<file path="config.mk">
export PLATFORM = sky130hd
export DESIGN_NAME = param_alu
export DESIGN_NICKNAME = d
export VERILOG_FILES = /design/src/rtl/param_alu.sv
export SDC_FILE = /design/constraint.sdc
export NUM_CORES = 1
export LEC_CHECK = 0
export BUFFER_PORTS_ARGS = -buffer_cell sky130_fd_sc_hd__buf_2
export CORE_UTILIZATION = 35
export DETAILED_ROUTE_END_ITERATION = 12
export GPL_TIMING_DRIVEN = 1
export PLACE_DENSITY = 0.49
export SLEW_MARGIN = 25
export SYNTH_ARGS = -nofsm -noshare
export SYNTH_HDL_FRONTEND = slang
export SYNTH_SLANG_ARGS = --single-unit
</file>
<file path="constraint.sdc">
create_clock -name clk -period 6.2 [get_ports clk]
set_input_delay 0.62 -clock clk [delete_from_list [all_inputs] [get_ports clk]]
set_output_delay 0.62 -clock clk [all_outputs]
set_load 0.005 [all_outputs]
</file>
<file path="src/rtl/param_alu.sv">
// param_alu: parametrised ALU with single-cycle logic/arith ops and an iterative shift-add multiplier
module param_alu #(
  parameter int WIDTH = 8
) (
  input  logic                 clk,
  input  logic                 rst_n,
  input  logic [WIDTH-1:0]     A,
  input  logic [WIDTH-1:0]     B,
  input  logic [2:0]           op,
  input  logic                 start,
  output logic                 busy,
  output logic                 done,
  output logic                 err,
  output logic [2*WIDTH-1:0]   result
);
  localparam int RW = 2 * WIDTH;
  localparam int CW = $clog2(WIDTH);
  typedef enum logic {IDLE, MUL} state_t;
  state_t          state_q, state_d;
  logic [RW-1:0]   mcand_q, mcand_d;
  logic [WIDTH-1:0] mplier_q, mplier_d;
  logic [RW-1:0]   acc_q, acc_d;
  logic [CW-1:0]   cnt_q, cnt_d;
  logic [RW-1:0]   result_q, result_d;
  logic            done_q, done_d;
  logic            err_q, err_d;
  logic [RW-1:0]   step;
  assign step   = acc_q + (mplier_q[0] ? mcand_q : '0);
  assign busy   = state_q == MUL;
  assign done   = done_q;
  assign err    = err_q;
  assign result = result_q;
  // next state: decode commands in IDLE, one shift-add step per cycle in MUL
  always_comb begin
    state_d  = state_q;
    mcand_d  = mcand_q;
    mplier_d = mplier_q;
    acc_d    = acc_q;
    cnt_d    = cnt_q;
    result_d = result_q;
    done_d   = 1'b0;
    err_d    = 1'b0;
    if (state_q == IDLE) begin
      if (start) begin
        case (op)
          3'b001:  begin result_d = RW'(A) + RW'(B); done_d = 1'b1; end
          3'b010:  begin result_d = RW'(A & B);      done_d = 1'b1; end
          3'b011:  begin result_d = RW'(A ^ B);      done_d = 1'b1; end
          3'b100:  begin result_d = RW'(A | B);      done_d = 1'b1; end
          3'b101:  begin result_d = RW'(A) - RW'(B); done_d = 1'b1; end
          3'b110:  begin
            mcand_d  = RW'(A);
            mplier_d = B;
            acc_d    = '0;
            cnt_d    = '0;
            state_d  = MUL;
          end
          3'b111:  begin result_d = '0; done_d = 1'b1; err_d = 1'b1; end
          default: ;
        endcase
      end
    end else begin
      acc_d    = step;
      mcand_d  = mcand_q << 1;
      mplier_d = mplier_q >> 1;
      cnt_d    = cnt_q + CW'(1);
      if (cnt_q == CW'(WIDTH - 1)) begin
        result_d = step;
        done_d   = 1'b1;
        state_d  = IDLE;
      end
    end
  end
  // state and output registers; reset aborts any multiply in flight
  always_ff @(posedge clk or negedge rst_n) begin
    if (!rst_n) begin
      state_q  <= IDLE;
      mcand_q  <= '0;
      mplier_q <= '0;
      acc_q    <= '0;
      cnt_q    <= '0;
      result_q <= '0;
      done_q   <= 1'b0;
      err_q    <= 1'b0;
    end else begin
      state_q  <= state_d;
      mcand_q  <= mcand_d;
      mplier_q <= mplier_d;
      acc_q    <= acc_d;
      cnt_q    <= cnt_d;
      result_q <= result_d;
      done_q   <= done_d;
      err_q    <= err_d;
    end
  end
endmodule

</file>
Word level (Yosys, flattened, before mapping). Cells that the tools add are included.

Muxes and demuxes: 28. Bitwise logic cells: 3. Eq/ne operators: 9. Reductions and logical operators: 6. $add $sub $neg: 4.

Operators by type and width (number): $mux W16 (10); $pmux W16 S6 (1); $mux W8 (3); $add A16 B16 Y16 (1); $eq A3 B3 Y1 const B (5); $mux W1 (11); $add A8 B8 Y9 (1); $mux W3 (3); $sub A8 B8 Y9 (1); $and A8 B8 Y8 (1); $or A8 B8 Y8 (1); $xor A8 B8 Y8 (1); $reduce_bool A7 Y1 (1); $eq A3 B2 Y1 const B (2); $reduce_or A6 Y1 (1); $reduce_bool A2 Y1 (2); $add A3 B1 Y3 const B (1); $eq A3 B1 Y1 const B (1); $reduce_and A3 Y1 (1); $ne A2 B1 Y1 const B (1); $reduce_and A2 Y1 (1).

Word-level logic and storage cells: 58. Output and inout port bits: 19. Register bits: 62.

Depth between registers and ports, before layout.
Word-level depth: 5. Depth in mapped cells: 10.

Least setup slack after synthesis. OpenSTA, ideal clock, no wires.

Kind: input to register. Start point: input A[2]. End point: register result_q[15], in the netlist result[15]. Arrival: 2.461 ns. Setup slack: 3.619 ns. Stages: 9. Library setup time: 0.120 ns. Buffers on the path: 1. Required time: 6.080 ns. Cell sequence: inv_1 > ha_1 > buf_6 > nand2b_4 > a211oi_1 > nand2_1 > a31o_4 > or4_1 > and3_1.

Cells in the longest elaborated chain, start to end: 4.

RTL lines: start: declaration (line 7) `input logic [WIDTH-1:0] A,`; $sub A8 B8 Y9 (line 50) `3'b101: begin result_d = RW'(A) - RW'(B); done_d = 1'b1; end`; $pmux W16 S6 (line 45) `case (op)`; $mux W16 (line 44) `if (start) begin`; $mux W16 (line 43) `if (state_q == IDLE) begin`; end signal: assignment (line 91) `result_q <= result_d;`; end: declaration (line 24) `logic [RW-1:0] result_q, result_d;`.

Every way passes these cells. The select of a mux whose other input is x is not followed. A chain may end at the register's enable or synchronous reset.

Worst setup path after layout.
Start point: register mplier_q[0]. End point: register result_q[14], in the netlist result[14].

Cells in the longest elaborated chain, start to end: 4.

RTL lines: start: declaration (line 21) `logic [WIDTH-1:0] mplier_q, mplier_d;`; start signal: assignment (line 88) `mplier_q <= mplier_d;`; $mux W16 (line 28) `assign step = acc_q + (mplier_q[0] ? mcand_q : '0);`; $add A16 B16 Y16 (line 28); $mux W16 (line 67) `if (cnt_q == CW'(WIDTH - 1)) begin`; $mux W16 (line 43).

Every way passes these cells. The select of a mux whose other input is x is not followed.

==> results.md <==
- Final #Nets: approximately 600
- Core area: ~13000 µm²
- Design Power: ~0.0019 W
- Initial antenna violation count: 0
- Yosys top cell area share: between 30% and 40%
- Global-route wire length before repair: slightly above 20000 µm
- Element type at the critical path start: flop
- HPWL Detailed: around 8900 µm
- Mapped Nets: ~560
- Crit Path Max Fanout: 17
- Top-Level Pins: between 40 and 50
- Cells after DPL: 686
- Area growth from synthesis to layout: 14.0%
- Synth Register Bits: between 60 and 70
- Gr ovfl total: 0
- Post-CTS Hold Buffers: 0
- Clock latency on the worst-skew pair: around 0.34 ns
- Vias: between 3000 and 4000
- Iter 0 DRT Violations: 338
- Sum Neg Setup Slack: 0 ns
- Commonest register cell after synthesis: dfrtp_1
- CTS tree: yes
- DR vias/cell: between 5 and 6
- Post-synth EDFFs: 0
- Headroom to the max-slew limit: between 40% and 50%
- Synth top cells by count: 62 x dfrtp_1, 43 x nand2_1, 42 x inv_1
- Worst setup path class: reg2reg
- Layout Cells excl Fill: 702
- Most frequent cell after synthesis: dfrtp_1
- Pin count of the biggest net entering global routing: between 60 and 70
- Number of remaining DRC errors: 0
- Final setup vio count: 0
- Pwr Density: 364 nW/µm²
- Clock-pin slew on the worst setup and hold paths: about 0.06 ns
- Critical Path RT: between 6 and 7 ns
- Die area: roughly 13000 µm²
- Critical path's largest stage delay: approximately 0.55 ns
- Clock sinks: 62
- Worst slew pin tran: 0.846 ns
- Tcrit/Tclk final: slightly below 50%
- Post-layout minimum cycle time: between 3 and 4 ns
- Synth area leader: dfrtp_1
- Worst-case clock skew: ~0.011 ns
- Final Max Slew Viols: 0
- Ys async rst share: between 90% and 100%
- Worst Hold Class: in2async
- Routed WL: ~12000 µm
- Rows: between 40 and 50
- Total GRT Usage: between 20% and 30%
- CTS Buffer Depth: 2
- Die Y: 115 µm
- Resized Gates After CTS: 0
- Wirelength per Cell: roughly 18 µm
- Crit path max-delay family: simple AND/OR/NAND/NOR gates
- RePlAce Congestion: 0.867
- Number of global-route vias before repair: about 3800
- Cell area after layout: just over 5000 µm²
- Slowest CP cell: dfrtp_1
- Lkg Pwr: 2.60 nW
- Layout cell share with drive strength beyond 1: between 10% and 20%
- Num CTS Buffers: 9
- Syn Inst Count: approximately 500
- Antenna Nets Post-Route: 0
- Max Freq: about 0.33 GHz
- TritonRoute pass-1 iters: 5
- Buf+Inv Stages, Crit Path: 0
- Post-synthesis sequential area ratio: around a third
- Inserted Diodes: 0
- CP Cell Sequence: and2_1 > ha_1 > fa_1 > a21o_1 > a221oi_2 > a211oi_1 > and3_1 > or3b_1 > nand3_1
- Placed instance area: just under 5000 µm²
- Library cells used by synthesis: 63
- Synth Cell Area: 4500 µm²
- Avg Cell Area, Syn: ~9 µm²
- RSZ-0062 raised after global routing: false
- Clk Tree Root Cell: clkbuf_16
- Initial Util: 35.8%
- Final-report hold violation count: 0
- H-tree depth: 3
- Nature of the critical path endpoint: flop
- Ys Warns: 0
- Max-Cap Viols: 0
- Status: finished, final reports clean
- Top post-synthesis cells by area: dfrtp_1 34%, ha_1 11%, nand2_1 3.6%
- Die Wd: about 120 µm
- Setup bufs post-CTS: 0
- Port Buf Inserts: 40
- Peak supply drop: 172 µV
- Worst Path Arrival: roughly 3.3 ns
## cell families (layout without fill, tap and decap cells)
group                    Yosys count  after routing  synth area share, %
flip-flops                        62             62                 34.4
XOR/XNOR                          13             13                 2.53
AO/OA/AOI/OAI                    164            164                 26.8
multiplexers                       8              8                 1.83
AND/OR/NAND/NOR                  136            136                 15.3
buffers and inverters             69            103                 6.33
adder cells (fa/ha/maj)           44             44                 12.7
## power breakdown
part           internal (W)  leakage [nW]  total (W)  switching [W]
logic              0.000288          1.65   0.000707       0.000418
registers          0.000557         0.807   0.000673       0.000116
clock network      0.000302         0.142   0.000488       0.000187
total               0.00115          2.60    0.00187       0.000721
## metrics by stage
stage / hold WS [ns] / worst slack [ns] / util (%)
4_1_cts: 0.485 / 3.17 / 40.8
6_report: 0.468 / 3.16 / 40.8
3_3_place_gp: 0.461 / 3.21 / 38.6
2_1_floorplan: 0.324 / 3.62 / -
3_5_place_dp: 0.471 / 3.17 / 38.6
5_1_grt: 0.507 / 3.00 / 40.8
## registers in the layout, indices dropped and copies added, names as in the netlist
signal    cells
acc_q        16
busy          1
cnt_q         3
done          1
err           1
mcand_q      16
mplier_q      8
result       16
## cell type report
type                    instances  area [µm²]
clock buffers                  13         270
clock inverters                 3        17.5
fillers                      1291        7430
inverters                      43         161
multi-input cells             365        2690
flip-flops and latches         62        1550
well taps                     172         215
repair buffers                 44         230
## path summary, 6_finish.rpt
path | end | cells after the start | slack (ns) | start
min reg2reg | result[0]$_DFFE_PN0P_ | 2 | 0.48 | result[0]$_DFFE_PN0P_
min in group clk | result[0]$_DFFE_PN0P_ | 2 | 0.48 | result[0]$_DFFE_PN0P_
min | mplier_q[0]$_DFFE_PN0P_ | 2 | 0.47 | rst_n
max in group asynchronous | mplier_q[6]$_DFFE_PN0P_ | 2 | 5.17 | rst_n
max reg2reg | result[14]$_DFFE_PN0P_ | 9 | 3.16 | mplier_q[0]$_DFFE_PN0P_
max | result[14]$_DFFE_PN0P_ | 9 | 3.16 | mplier_q[0]$_DFFE_PN0P_
## routing by layer
| layer | up-vias | track usage [%] | share of wire [%] |
|---|---|---|---|
| met5 | - | 0 | 0 |
| met4 | 0 | 6.49 | 1.5 |
| met3 | 12 | 4.71 | 5.3 |
| met2 | 96 | 31.3 | 44 |
| met1 | 1861 | 28.7 | 50 |
| li1 | 1883 | - | - |
## cells in the final DEF, fill, tap and decap left out, types with 4 or more instances in the layout
cell	netlist	final
o21a_1	4	4
a21oi_1	26	26
buf_2	3	40
o22ai_1	6	6
xor2_1	5	5
and3_1	8	8
nand2_1	43	43
nor3_1	8	7
o211ai_1	6	6
o21bai_1	7	7
nor2_1	29	29
clkbuf_16	0	9
dfrtp_1	62	62
o21ai_0	26	26
mux2i_1	6	6
nor2b_1	5	5
a31oi_1	10	9
buf_4	2	4
nand2b_1	5	5
a211oi_1	13	13
ha_1	41	41
and2_1	16	16
xnor2_1	8	8
a222oi_1	14	14
nand3_1	4	4
a21o_1	11	11
inv_1	42	42
a22o_1	17	17
Power figures use the tool's default switching activity.
